$ cat config.mk
export PLATFORM = sky130hd
export DESIGN_NAME = execute_multdiv_flat
export DESIGN_NICKNAME = d
export VERILOG_FILES = /design/src/rtl/execute_multdiv_if.sv /design/src/rtl/execute_multdiv.sv /design/src/flat_wrapper.sv
export SDC_FILE = /design/constraint.sdc
export NUM_CORES = 1
export LEC_CHECK = 0
export CORE_UTILIZATION = 49
export CTS_CLUSTER_DIAMETER = 200
export DETAILED_ROUTE_END_ITERATION = 8
export PLACE_DENSITY = 0.79
export SKIP_LAST_GASP = 1
export SLEW_MARGIN = 10
export SYNTH_ARGS = -nofsm -noshare
export SYNTH_HDL_FRONTEND = slang
export SYNTH_SLANG_ARGS = --single-unit
$ cat constraint.sdc
create_clock -name clock -period 4.9 [get_ports clock]
set_input_delay 0.98 -clock clock [delete_from_list [all_inputs] [get_ports clock]]
set_output_delay 0.98 -clock clock [all_outputs]
set_load 0.1 [all_outputs]
$ cat src/rtl/execute_multdiv_if.sv
// Start/operand/result bundle between the execute stage and the multiply/divide unit.
interface execute_multdiv_if #(
    parameter int unsigned WIDTH = 32
);
    logic             ctrl_mult;
    logic             ctrl_div;
    logic [WIDTH-1:0] data_operandA;
    logic [WIDTH-1:0] data_operandB;
    logic [WIDTH-1:0] data_result;
    logic             data_exception;
    logic             data_resultRDY;
    logic             busy;

    modport master (
        output ctrl_mult, ctrl_div, data_operandA, data_operandB,
        input  data_result, data_exception, data_resultRDY, busy
    );

    modport slave (
        input  ctrl_mult, ctrl_div, data_operandA, data_operandB,
        output data_result, data_exception, data_resultRDY, busy
    );
endinterface

$ cat src/rtl/execute_multdiv.sv
// Iterative signed multiply (shift-add) / divide (restoring) unit, one bit per cycle,
// fixed 33-cycle latency from start edge to the end of the result pulse.
module execute_multdiv #(
    parameter int unsigned WIDTH = 32
) (
    input logic               clock,
    input logic               reset,
    execute_multdiv_if.slave  mdu
);
    typedef enum logic [1:0] {StIdle, StMult, StDiv, StDone} state_e;

    state_e           state_q, state_d;
    logic [4:0]       cnt_q, cnt_d;
    logic [WIDTH-1:0] hi_q, hi_d, lo_q, lo_d, opnd_q, opnd_d;
    logic             neg_q, neg_d, dz_q, dz_d, ovf_q, ovf_d;
    logic [WIDTH-1:0] res_q, res_d;
    logic             exc_q, exc_d;

    logic [WIDTH-1:0]   mag_a, mag_b;
    logic [WIDTH:0]     m_sum;
    logic [2*WIDTH-1:0] prod, prod_s;
    logic [WIDTH:0]     d_rs;
    logic [WIDTH-1:0]   d_diff, d_hi, d_lo, quo;
    logic               d_ge;

    assign mag_a = mdu.data_operandA[WIDTH-1] ? -mdu.data_operandA : mdu.data_operandA;
    assign mag_b = mdu.data_operandB[WIDTH-1] ? -mdu.data_operandB : mdu.data_operandB;

    // Multiply step: hi/lo form a 64-bit accumulator whose low half shifts out the multiplier.
    assign m_sum  = {1'b0, hi_q} + (lo_q[0] ? {1'b0, opnd_q} : '0);
    assign prod   = {m_sum, lo_q[WIDTH-1:1]};
    assign prod_s = neg_q ? -prod : prod;

    // Divide step: hi is the partial remainder, lo shifts dividend bits out and quotient bits in.
    assign d_rs   = {hi_q, lo_q[WIDTH-1]};
    assign d_ge   = d_rs >= {1'b0, opnd_q};
    assign d_diff = d_rs[WIDTH-1:0] - opnd_q;
    assign d_hi   = d_ge ? d_diff : d_rs[WIDTH-1:0];
    assign d_lo   = {lo_q[WIDTH-2:0], d_ge};
    assign quo    = neg_q ? -d_lo : d_lo;

    always_comb begin
        state_d = state_q;
        cnt_d   = cnt_q;
        hi_d    = hi_q;
        lo_d    = lo_q;
        opnd_d  = opnd_q;
        neg_d   = neg_q;
        dz_d    = dz_q;
        ovf_d   = ovf_q;
        res_d   = res_q;
        exc_d   = exc_q;
        unique case (state_q)
            StIdle, StDone: begin
                state_d = StIdle;
                if (mdu.ctrl_mult || mdu.ctrl_div) begin
                    state_d = mdu.ctrl_mult ? StMult : StDiv;
                    cnt_d   = '0;
                    hi_d    = '0;
                    lo_d    = mdu.ctrl_mult ? mag_b : mag_a;
                    opnd_d  = mdu.ctrl_mult ? mag_a : mag_b;
                    neg_d   = mdu.data_operandA[WIDTH-1] ^ mdu.data_operandB[WIDTH-1];
                    dz_d    = mdu.data_operandB == '0;
                    ovf_d   = (mdu.data_operandA == {1'b1, {(WIDTH-1){1'b0}}}) &&
                              (mdu.data_operandB == {WIDTH{1'b1}});
                end
            end
            StMult: begin
                hi_d  = m_sum[WIDTH:1];
                lo_d  = prod[WIDTH-1:0];
                cnt_d = cnt_q + 5'd1;
                if (cnt_q == 5'd31) begin
                    state_d = StDone;
                    cnt_d   = cnt_q;
                    res_d   = prod_s[WIDTH-1:0];
                    exc_d   = prod_s[2*WIDTH-1:WIDTH] != {WIDTH{prod_s[WIDTH-1]}};
                end
            end
            StDiv: begin
                hi_d  = d_hi;
                lo_d  = d_lo;
                cnt_d = cnt_q + 5'd1;
                if (cnt_q == 5'd31) begin
                    state_d = StDone;
                    cnt_d   = cnt_q;
                    res_d   = dz_q ? '0 : quo;
                    exc_d   = dz_q || ovf_q;
                end
            end
            default: state_d = StIdle;
        endcase
    end

    always_ff @(posedge clock) begin
        if (reset) begin
            state_q <= StIdle;
            cnt_q   <= '0;
            hi_q    <= '0;
            lo_q    <= '0;
            opnd_q  <= '0;
            neg_q   <= 1'b0;
            dz_q    <= 1'b0;
            ovf_q   <= 1'b0;
            res_q   <= '0;
            exc_q   <= 1'b0;
        end else begin
            state_q <= state_d;
            cnt_q   <= cnt_d;
            hi_q    <= hi_d;
            lo_q    <= lo_d;
            opnd_q  <= opnd_d;
            neg_q   <= neg_d;
            dz_q    <= dz_d;
            ovf_q   <= ovf_d;
            res_q   <= res_d;
            exc_q   <= exc_d;
        end
    end

    assign mdu.data_result    = res_q;
    assign mdu.data_exception = exc_q;
    assign mdu.data_resultRDY = state_q == StDone;
    assign mdu.busy           = (state_q == StMult) || (state_q == StDiv);
endmodule
$ cat src/flat_wrapper.sv
// flat-port wrapper written by rule: the top's interface ports become plain ports
module execute_multdiv_flat 
#(
    parameter int unsigned WIDTH = 32
)
  (clock, reset, mdu_ctrl_mult, mdu_ctrl_div, mdu_data_operandA, mdu_data_operandB, mdu_data_result, mdu_data_exception, mdu_data_resultRDY, mdu_busy);
  execute_multdiv_if #(.WIDTH(WIDTH)) mdu_i ();
  input logic clock;
  input logic reset;
  input wire logic [$bits(mdu_i.ctrl_mult)-1:0] mdu_ctrl_mult;
  input wire logic [$bits(mdu_i.ctrl_div)-1:0] mdu_ctrl_div;
  input wire logic [$bits(mdu_i.data_operandA)-1:0] mdu_data_operandA;
  input wire logic [$bits(mdu_i.data_operandB)-1:0] mdu_data_operandB;
  output wire logic [$bits(mdu_i.data_result)-1:0] mdu_data_result;
  output wire logic [$bits(mdu_i.data_exception)-1:0] mdu_data_exception;
  output wire logic [$bits(mdu_i.data_resultRDY)-1:0] mdu_data_resultRDY;
  output wire logic [$bits(mdu_i.busy)-1:0] mdu_busy;
  assign mdu_i.ctrl_mult = mdu_ctrl_mult;
  assign mdu_i.ctrl_div = mdu_ctrl_div;
  assign mdu_i.data_operandA = mdu_data_operandA;
  assign mdu_i.data_operandB = mdu_data_operandB;
  assign mdu_data_result = mdu_i.data_result;
  assign mdu_data_exception = mdu_i.data_exception;
  assign mdu_data_resultRDY = mdu_i.data_resultRDY;
  assign mdu_busy = mdu_i.busy;
  execute_multdiv #(.WIDTH(WIDTH)) u_core (.clock(clock), .reset(reset), .mdu(mdu_i));
endmodule
# Word-level counts from Yosys, hierarchy flattened
# Index checks and enable logic that the tools add are counted.
# word_totals
in_bits	68
register_bits	139
out_inout_bits	35
# op_classes
n_reduce_logical	12
n_bitwise	1
n_eq_ne	12
mux	26
magnitude_cmp	1
addsub	7
# ops
cell	n
$mux 32	12
$pmux 32 s3	2
$neg 32->32	3
$eq 32x32->1 const B	2
$mux 64	1
$neg 64->64	1
$pmux 32 s2	1
$add 32x33->33	1
$ge 33x32->1	1
$logic_not 32->1	1
$ne 32x32->1	1
$sub 32x32->32	1
$mux 5	2
$pmux 5 s2	1
$ne 2x1->1 const B	4
$mux 2	3
$add 5x1->5 const B	1
$eq 5x5->1 const B	1
$eq 2x2->1 const B	2
$pmux 2 s2	1
$reduce_and 2->1	2
$reduce_or 2->1	2
$logic_or 1x1->1	3
$reduce_and 3->1	1
other kinds (8)	9

# Logic depth before layout (Yosys ltp)
# Gate-level depths: netlist of run 1.
# logic_depth
word_depth	7
depth_mapped	22
ltp_nobuf	20

# Worst setup path after synthesis of run 1
# Ideal clock, no wire load.
# synth_timing
path_type	flip-flop to flip-flop
from	reg u_core.lo_q[0]
to	reg u_core.exc_q (netlist: u_core.mdu.data_exception)
required_ns	4.767
arrival_ns	4.994
slack_ns	-0.227
path_stages_with_launch	20
path_buffers	3
synth_period_minus_slack_ns	5.127
cell_sequence	dfxtp_1 clkbuf_1 inv_1 buf_1 nor2_1 fa_1 a211o_1 a21boi_4 nor4b_1 or4_1 and3_1 or4_4 or4b_4 buf_6 or4_1 a211oi_1 a311oi_1 a21o_1 nor4_1 a311oi_1
# synth_between
elab_chain_len	7
# synth_lines
element	line	rtl
start, declared	execute_multdiv.sv:14	logic [WIDTH-1:0] hi_q, hi_d, lo_q, lo_d, opnd_q, opnd_d;
start signal, assigned	execute_multdiv.sv:110	lo_q <= lo_d;
$mux 32 (*)	execute_multdiv.sv:30	assign m_sum = {1'b0, hi_q} + (lo_q[0] ? {1'b0, opnd_q} : '0);
$add 32x33->33 (*)	execute_multdiv.sv:30	
$neg 64->64	execute_multdiv.sv:32	assign prod_s = neg_q ? -prod : prod;
$mux 64 (*)	execute_multdiv.sv:32	
$ne 32x32->1 (*)	execute_multdiv.sv:76	exc_d = prod_s[2*WIDTH-1:WIDTH] != {WIDTH{prod_s[WIDTH-1]}};
$mux 1 (*)	execute_multdiv.sv:72	if (cnt_q == 5'd31) begin
$pmux 1 s2 (*)	execute_multdiv.sv:53	unique case (state_q)
end signal, assigned	execute_multdiv.sv:105	exc_q <= 1'b0;
end signal, assigned	execute_multdiv.sv:116	exc_q <= exc_d;
end, declared	execute_multdiv.sv:17	logic exc_q, exc_d;
# Every way passes the cells marked *; elsewhere a longest branch is shown, timed or not. The select of a mux whose other input is x is not followed.
# A chain may end at the register's enable or synchronous reset.

# Final worst setup path of run 1
# layout_timing
from	reg u_core.opnd_q[0]
to	reg u_core.exc_q (netlist: u_core.mdu.data_exception)
# layout_between
elab_chain_len	7
# layout_lines
element	line	rtl
start, declared	execute_multdiv.sv:14	
start signal, assigned	execute_multdiv.sv:111	opnd_q <= opnd_d;
$mux 32 (*)	execute_multdiv.sv:30	
$add 32x33->33 (*)	execute_multdiv.sv:30	
$neg 64->64	execute_multdiv.sv:32	
$mux 64 (*)	execute_multdiv.sv:32	
$ne 32x32->1 (*)	execute_multdiv.sv:76	
$mux 1 (*)	execute_multdiv.sv:72	
$pmux 1 s2 (*)	execute_multdiv.sv:53	
# Marked as above.

==> run summary, run 1 <==
final net count = 2222
Buf+Inv Stages, Crit Path = 0
worst skew pair latency = 0.44 ns
Fill cells = 2624
switching power = 5.21 mW
Critical Path Start Type = flop
Clock transition at path regs = 0.07 ns
Final Hold Fails = 0
worst r2r src = u_core.opnd_q[0]
initial drt markers = 1917
Final ANT Viol Nets = 0
drt total wl = 51400 um
multiplexer area fraction after synthesis = 1.35%
H-Tree Depth = 4
placed inst area = 0.0163 mm2
gr usage total = 34.2%
Comb power frac = 68.1%
count of pins over their slew limit = 0
Synth Net Count = 2089
status = complete, no violations
Worst path top cell family by delay = simple AND/OR/NAND/NOR gates
Yosys reg bits = 139
share of layout cells above drive strength 1 = 12.7%
core area = 0.0286 mm2
Required @ worst endpoint = 5.22 ns
Clock Skew = 0.0128 ns
Worst R2R Setup Slack = 0.1 ns
TritonCTS clock tree = done
vias in the first global route = 14700
clock buffer count from CTS = 17
Yosys cell types = 88
R2R depth = 16
GPL Wtd Cong = 0.979
Placed Cells incl. Taps = 2438
Die Ht = 172 um
R2R Path End = u_core.mdu.data_exception
arrival time at the worst endpoint = 5.12 ns
GR peak layer = met2
initial antenna violation count = 0
DIE WIDTH = 172 um
routed vias/inst = 6.54
final instance area = 0.0172 mm2
antenna diode count = 0
post-synthesis share of cell area spent on xor and xnor gates = 11.3%
Cell Pwr Density = 560 mW/mm2
GR Util met3 = 5.40%
CP peak stage delay = 0.57 ns
CTS root buffer = clkbuf_16
P_leak = 7.00 nW
total grt overflow = 0
internal power = 4.39 mW
simple-gate area share of the yosys netlist = 22.7%
area delta synth->final = 20.5%
met1 Usage GRT = 46.3%
DRT Pass-1 Iters = 6
Least-Margin Pin Slew = 1.20 ns
Sw Ratio = 54.2%
fin crit period = 4.80 ns
Final HPWL DP = 39600 um
largest net degree at the start of global routing = 63
synthesized area = 0.0142 mm2
crit path max fanout = 6
CP Class = reg2reg
instance count on the critical path = 16
adder-cell share of the synthesized area = 6.78%
CP max stage cell = or4b_4
met2 Resource Use GR = 53.1%
Synth Area in Compound Gates = 32.6%
Setup violations, final = 0
Hold WC Path Type = reg2reg
DRC viols = 0
fmax = 208 MHz
Hold Path Depth = 1
die area = 0.0297 mm2
Rows = 62
CP Launch Point = u_core.opnd_q[0]
Initial Util = 49.8%
max_slew headroom = 19.5%
fin crit share = 98.0%
register share of total power = 17.7%
EDFF count, synth = 0
clock tree buffer depth = 2
ys async rst share = 0%
DR WL/cell = 20.8 um
Ports = 103
worst vdd ir = 0.776 mV
DR vias = 16200
RSZ-0062 raised after global routing = true
prevailing post-synth register cell = dfxtp_1
Worst Setup EP = u_core.mdu.data_exception
CP cell instances = and2_4, ha_4, fa_2, a211o_4, a21boi_4, nor4b_2, or4_1, and3_4, or4_4, or4b_4, or4_4, a211oi_2, a311oi_1, a21o_1, nor4_2, a311oi_1
Avg Cell Area, Syn = 7.32 um2
Seq/Total Area, Yosys = 19.5%
IO buf count = 102
first-pass GRT wire length = 79600 um
Clock power frac = 14.2%
max_cap viols = 0
largest family of logic cells by synthesized area = compound AO/OA/AOI/OAI gates
Mapped Cells = 1945
Critical Path End Type = flop
Yosys Warn Count = 0
CTS Sinks = 139
final std cells w/o fill = 2475
Post-CTS Hold Buffers = 0
-- area by class of cell --
type | instances | area, um2 | area share, %
multi-input combinational | 1599 | 10900 | 63.4
timing repair buffer | 249 | 2130 | 12.4
sequential | 139 | 2790 | 16.2
tap | 384 | 480 | 2.80
clock buffer | 17 | 425 | 2.48
clock inverter | 15 | 190 | 1.11
inverter | 72 | 270 | 1.57
-- sequential cells by signal, summed over array words and instances, names as in the netlist --
signal and cells:
u_core.dz_q 1, u_core.mdu.data_result 32, u_core.opnd_q 32, u_core.neg_q 1, u_core.cnt_q 5, u_core.ovf_q 1
u_core.mdu.data_exception 1, u_core.lo_q 32, u_core.hi_q 32, u_core.state_q 2
-- what timing repair did --
item / in CTS / in global routing
setup endpoints to repair: 1 / 7
endpoints found under the hold margin: 0 / 0
setup buffers: 0 / 6
pin swaps: 1 / 18
gates resized for setup: 3 / 41
-- stage by stage --
step / utilization (%) / power, mW / hold slack [ns] / TNS (ns) / worst slack, ns
2_1_floorplan: - / 6.13 / 0.418 / 0 / 0.0192
3_3_place_gp: 57.0 / 7.82 / 0.436 / -0.272 / -0.134
3_5_place_dp: 57.0 / 7.95 / 0.442 / -0.337 / -0.123
4_1_cts: 59.2 / 9.34 / 0.457 / 0 / 0.0163
5_1_grt: 60.0 / 10.1 / 0.471 / -0.0832 / -0.0832
6_report: 60.0 / 9.60 / 0.455 / 0 / 0.0967
-- cells in the final DEF, fill, tap and decap left out, types with 19 or more instances in the layout --
| cell type | synthesis | final |
|---|---|---|
| nor3_1 | 52 | 48 |
| dfxtp_1 | 139 | 136 |
| o21ai_0 | 138 | 132 |
| nand4_1 | 24 | 24 |
| xnor2_1 | 54 | 52 |
| a22o_1 | 19 | 19 |
| a22oi_1 | 42 | 42 |
| a221oi_1 | 54 | 53 |
| or3_1 | 36 | 35 |
| a21o_1 | 53 | 53 |
| buf_4 | 0 | 145 |
| inv_1 | 69 | 68 |
| a211oi_1 | 29 | 25 |
| o31ai_1 | 41 | 41 |
| o221ai_1 | 32 | 31 |
| nor2_1 | 218 | 214 |
| a21oi_1 | 129 | 128 |
| clkdlybuf4s50_1 | 0 | 100 |
| nand2_1 | 129 | 129 |
| nand3_1 | 38 | 38 |
| xor2_1 | 129 | 129 |
| ha_1 | 74 | 71 |
-- kinds of logic after synthesis --
logic type,after synthesis
adders and majority gates,76
xor gates and xnor gates,183
AOI/OAI and AO/OA,680
and+or+nand+nor,641
buffers and inverters,207
DFF,139
muxes,19
-- synth_stat cells, types with 24 or more instances --
library cell | number | area (um2)
clkbuf_1 | 111 | 417
nor2_1 | 218 | 818
nor3_1 | 52 | 260
a21oi_1 | 129 | 646
nand4_1 | 24 | 150
a211oi_1 | 29 | 218
o21ai_0 | 138 | 691
a221oi_1 | 54 | 473
xnor2_1 | 54 | 473
nand3_1 | 38 | 190
a22oi_1 | 42 | 315
a21o_1 | 53 | 398
o221ai_1 | 32 | 280
inv_1 | 69 | 259
xor2_1 | 129 | 1130
dfxtp_1 | 139 | 2780
nand2_1 | 129 | 484
or3_1 | 36 | 225
ha_1 | 74 | 926
o31ai_1 | 41 | 308
-- metal layers --
layer / vias up / share of wire, % / routed length (um)
met4: 0 / 4.3 / 2210
met1: 7599 / 42 / 21800
li1: 7548 / - / -
met2: 899 / 44 / 22700
met5: - / 0 / 0
met3: 134 / 9.1 / 4700
-- power groups by stage --
stage	combinational, mW	clock, mW	sequential (mW)
after floorplan	4.02	0	2.11
after global placement	6.13	0	1.70
after detailed placement	6.24	0	1.71
after CTS	6.28	1.37	1.68
after global routing	7.00	1.41	1.72
final	6.54	1.36	1.70
-- how the worst min path moves through the flow --
stage	startpoint	to
after floorplan	u_core.ovf_q	u_core.ovf_q
after global placement	u_core.opnd_q[15]	u_core.opnd_q[15]
after detailed placement	u_core.opnd_q[15]	u_core.opnd_q[15]
after CTS	u_core.opnd_q[15]	u_core.opnd_q[15]
after global routing	u_core.opnd_q[7]	u_core.opnd_q[7]
final	u_core.opnd_q[19]	u_core.opnd_q[19]
Note: power is estimated with default switching activity, not from simulation.
==> run 2: changes to the inputs <==
CORE_ASPECT_RATIO = 1.25   (was not set)
DONT_BUFFER_PORTS = 1   (was not set)
PLACE_DENSITY = 0.74   (was 0.79)
==> run 2 against run 1 <==
Effect of this change: the run now ends with design-rule violations left; first-iteration DRC count down 20%; core utilization down 4.3 points; global-route usage grew 0.43 points; highest routed layer unchanged; hold slack improved by 0.0018 ns; combinational power decreased by 15%; largest power group unchanged; routed wire length increased by 0.62%; cell area decreased by 7.7%; critical path depth rose by 1; critical path type unchanged; sequential cell count unchanged; die area is essentially flat; non-clock buffer count shrank 122.
==> run summary, run 2 (synthesis results as in run 1) <==
final net count = 2100
Final ANT Viol Nets = 0
Critical Path Start Type = flop
Comb power frac = 59.7%
routed vias/inst = 6.75
DRT Pass-1 Iters = 9
Critical Path End Type = flop
fmax = 211 MHz
DRC viols = 1
CTS Sinks = 139
Least-Margin Pin Slew = 1.12 ns
TritonCTS clock tree = done
count of pins over their slew limit = 0
clock tree buffer depth = 2
worst vdd ir = 0.538 mV
violated checks = design-rule violations
antenna diode count = 0
fin crit share = 96.6%
Sw Ratio = 53.7%
Die Ht = 193 um
DR WL/cell = 22.3 um
fin crit period = 4.73 ns
CP Class = reg2reg
max_slew headroom = 25.1%
Clock power frac = 15.3%
first-pass GRT wire length = 80400 um
register share of total power = 24.9%
commonest non-fill, non-tap cell in the layout = nor2_1
Core Util, Final = 55.6%
internal power = 4.30 mW
DIE WIDTH = 154 um
Final Hold Fails = 0
Initial Util = 50.0%
Setup violations, final = 0
vias in the first global route = 14600
drt total wl = 51800 um
Ports = 103
Rows = 69
GPL Wtd Cong = 1.01
IO buf count = 0
worst skew pair latency = 0.45 ns
Clock transition at path regs = 0.07 ns
crit path max fanout = 7
largest net degree at the start of global routing = 91
gr usage total = 34.7%
Required @ worst endpoint = 5.26 ns
RSZ-0062 raised after global routing = false
most frequent cells in the layout = nor2_1, dfxtp_1, o21ai_0
arrival time at the worst endpoint = 5.09 ns
initial antenna violation count = 0
area delta synth->final = 11.3%
H-Tree Depth = 4
Final HPWL DP = 39900 um
CTS root buffer = clkbuf_16
max_cap viols = 0
die area = 0.0298 mm2
switching power = 4.98 mW
P_leak = 6.47 nW
Cell Pwr Density = 585 mW/mm2
post-CTS setup buffer count = 0
worst hold margin = 0.457 ns
initial drt markers = 1529
Clock Skew = 0.0111 ns
clock buffer count from CTS = 17
DR vias = 15700
share of layout cells above drive strength 1 = 11.4%
Fin Setup TNS = 0 ns
Hold WC Path Type = reg2reg
total grt overflow = 0
core area = 0.0285 mm2
status = finished with violations
run 2: changes by cell type in the layout (fill, tap and decap cells not counted), sizes merged:
cell | before | now
inv | 82 | 72
bufinv | 1 | 4
clkbuf | 17 | 18
clkinv | 4 | 8
buf | 149 | 127
clkdlybuf4s50 | 100 | 0
clkinvlp | 0 | 2
run 2: worst paths after layout:
path                     start                        end  slack [ns]  cells past startpoint
max           u_core.opnd_q[0]  u_core.mdu.data_exception        0.17                     17
min          u_core.opnd_q[24]          u_core.opnd_q[24]        0.46                      1
max reg2reg   u_core.opnd_q[0]  u_core.mdu.data_exception        0.17                     17
min reg2reg  u_core.opnd_q[24]          u_core.opnd_q[24]        0.46                      1
run 2: worst max-delay path, stage by stage, from the launching register on:
cell	delay, ns
dfxtp_1	0.33
and2_1	0.16
ha_2	0.18
fa_2	0.36
a211o_4	0.38
a21boi_4	0.18
nor4b_1	0.09
or4_1	0.47
and3_4	0.20
or4_4	0.42
or4b_4	0.59
buf_4	0.18
o21ai_0	0.21
a211oi_2	0.10
a311oi_1	0.34
a21o_1	0.14
nor4_2	0.04
a311oi_1	0.26
run 2: routing by layer:
layer / up-vias / GRT usage, % / routed length (um)
met3: 184 / 5.05 / 3220
met5: - / 0 / 0
met1: 7495 / 38.7 / 19800
met2: 707 / 61.3 / 25200
met4: 0 / 23.0 / 3540
li1: 7294 / - / -
run 2: per-stage QoR:
step	area, um2	power [mW]	setup slack [ns]	cells
2_1_floorplan	14300	6.13	0.0192	1945
3_3_place_gp	15100	7.59	0.200	2292
3_5_place_dp	15100	7.67	0.147	2292
4_1_cts	15800	9.11	0.116	2324
5_1_grt	15800	9.81	0.000302	2324
6_report	15800	9.27	0.167	2324
run 2: repair_timing:
action	in CTS	in global routing
hold buffers	0	0
endpoints found under the setup margin	0	3
resized for setup	0	15
run 2: area by class of cell:
class	count	area, um2
multi-input combinational	1599	10700
fill	2708	12600
tap	355	444
sequential	139	2790
clock buffer	18	439
timing repair buffer	127	966
inverter	72	270
clock inverter	14	194
run 2: power groups by stage:
stage                     registers (mW)  clock network (mW)  logic (mW)
after global routing                2.34                1.47        5.99
final                               2.31                1.42        5.54
after detailed placement            2.32                   0        5.35
after CTS                           2.30                1.42        5.39
after floorplan                     2.11                   0        4.02
after global placement              2.31                   0        5.28
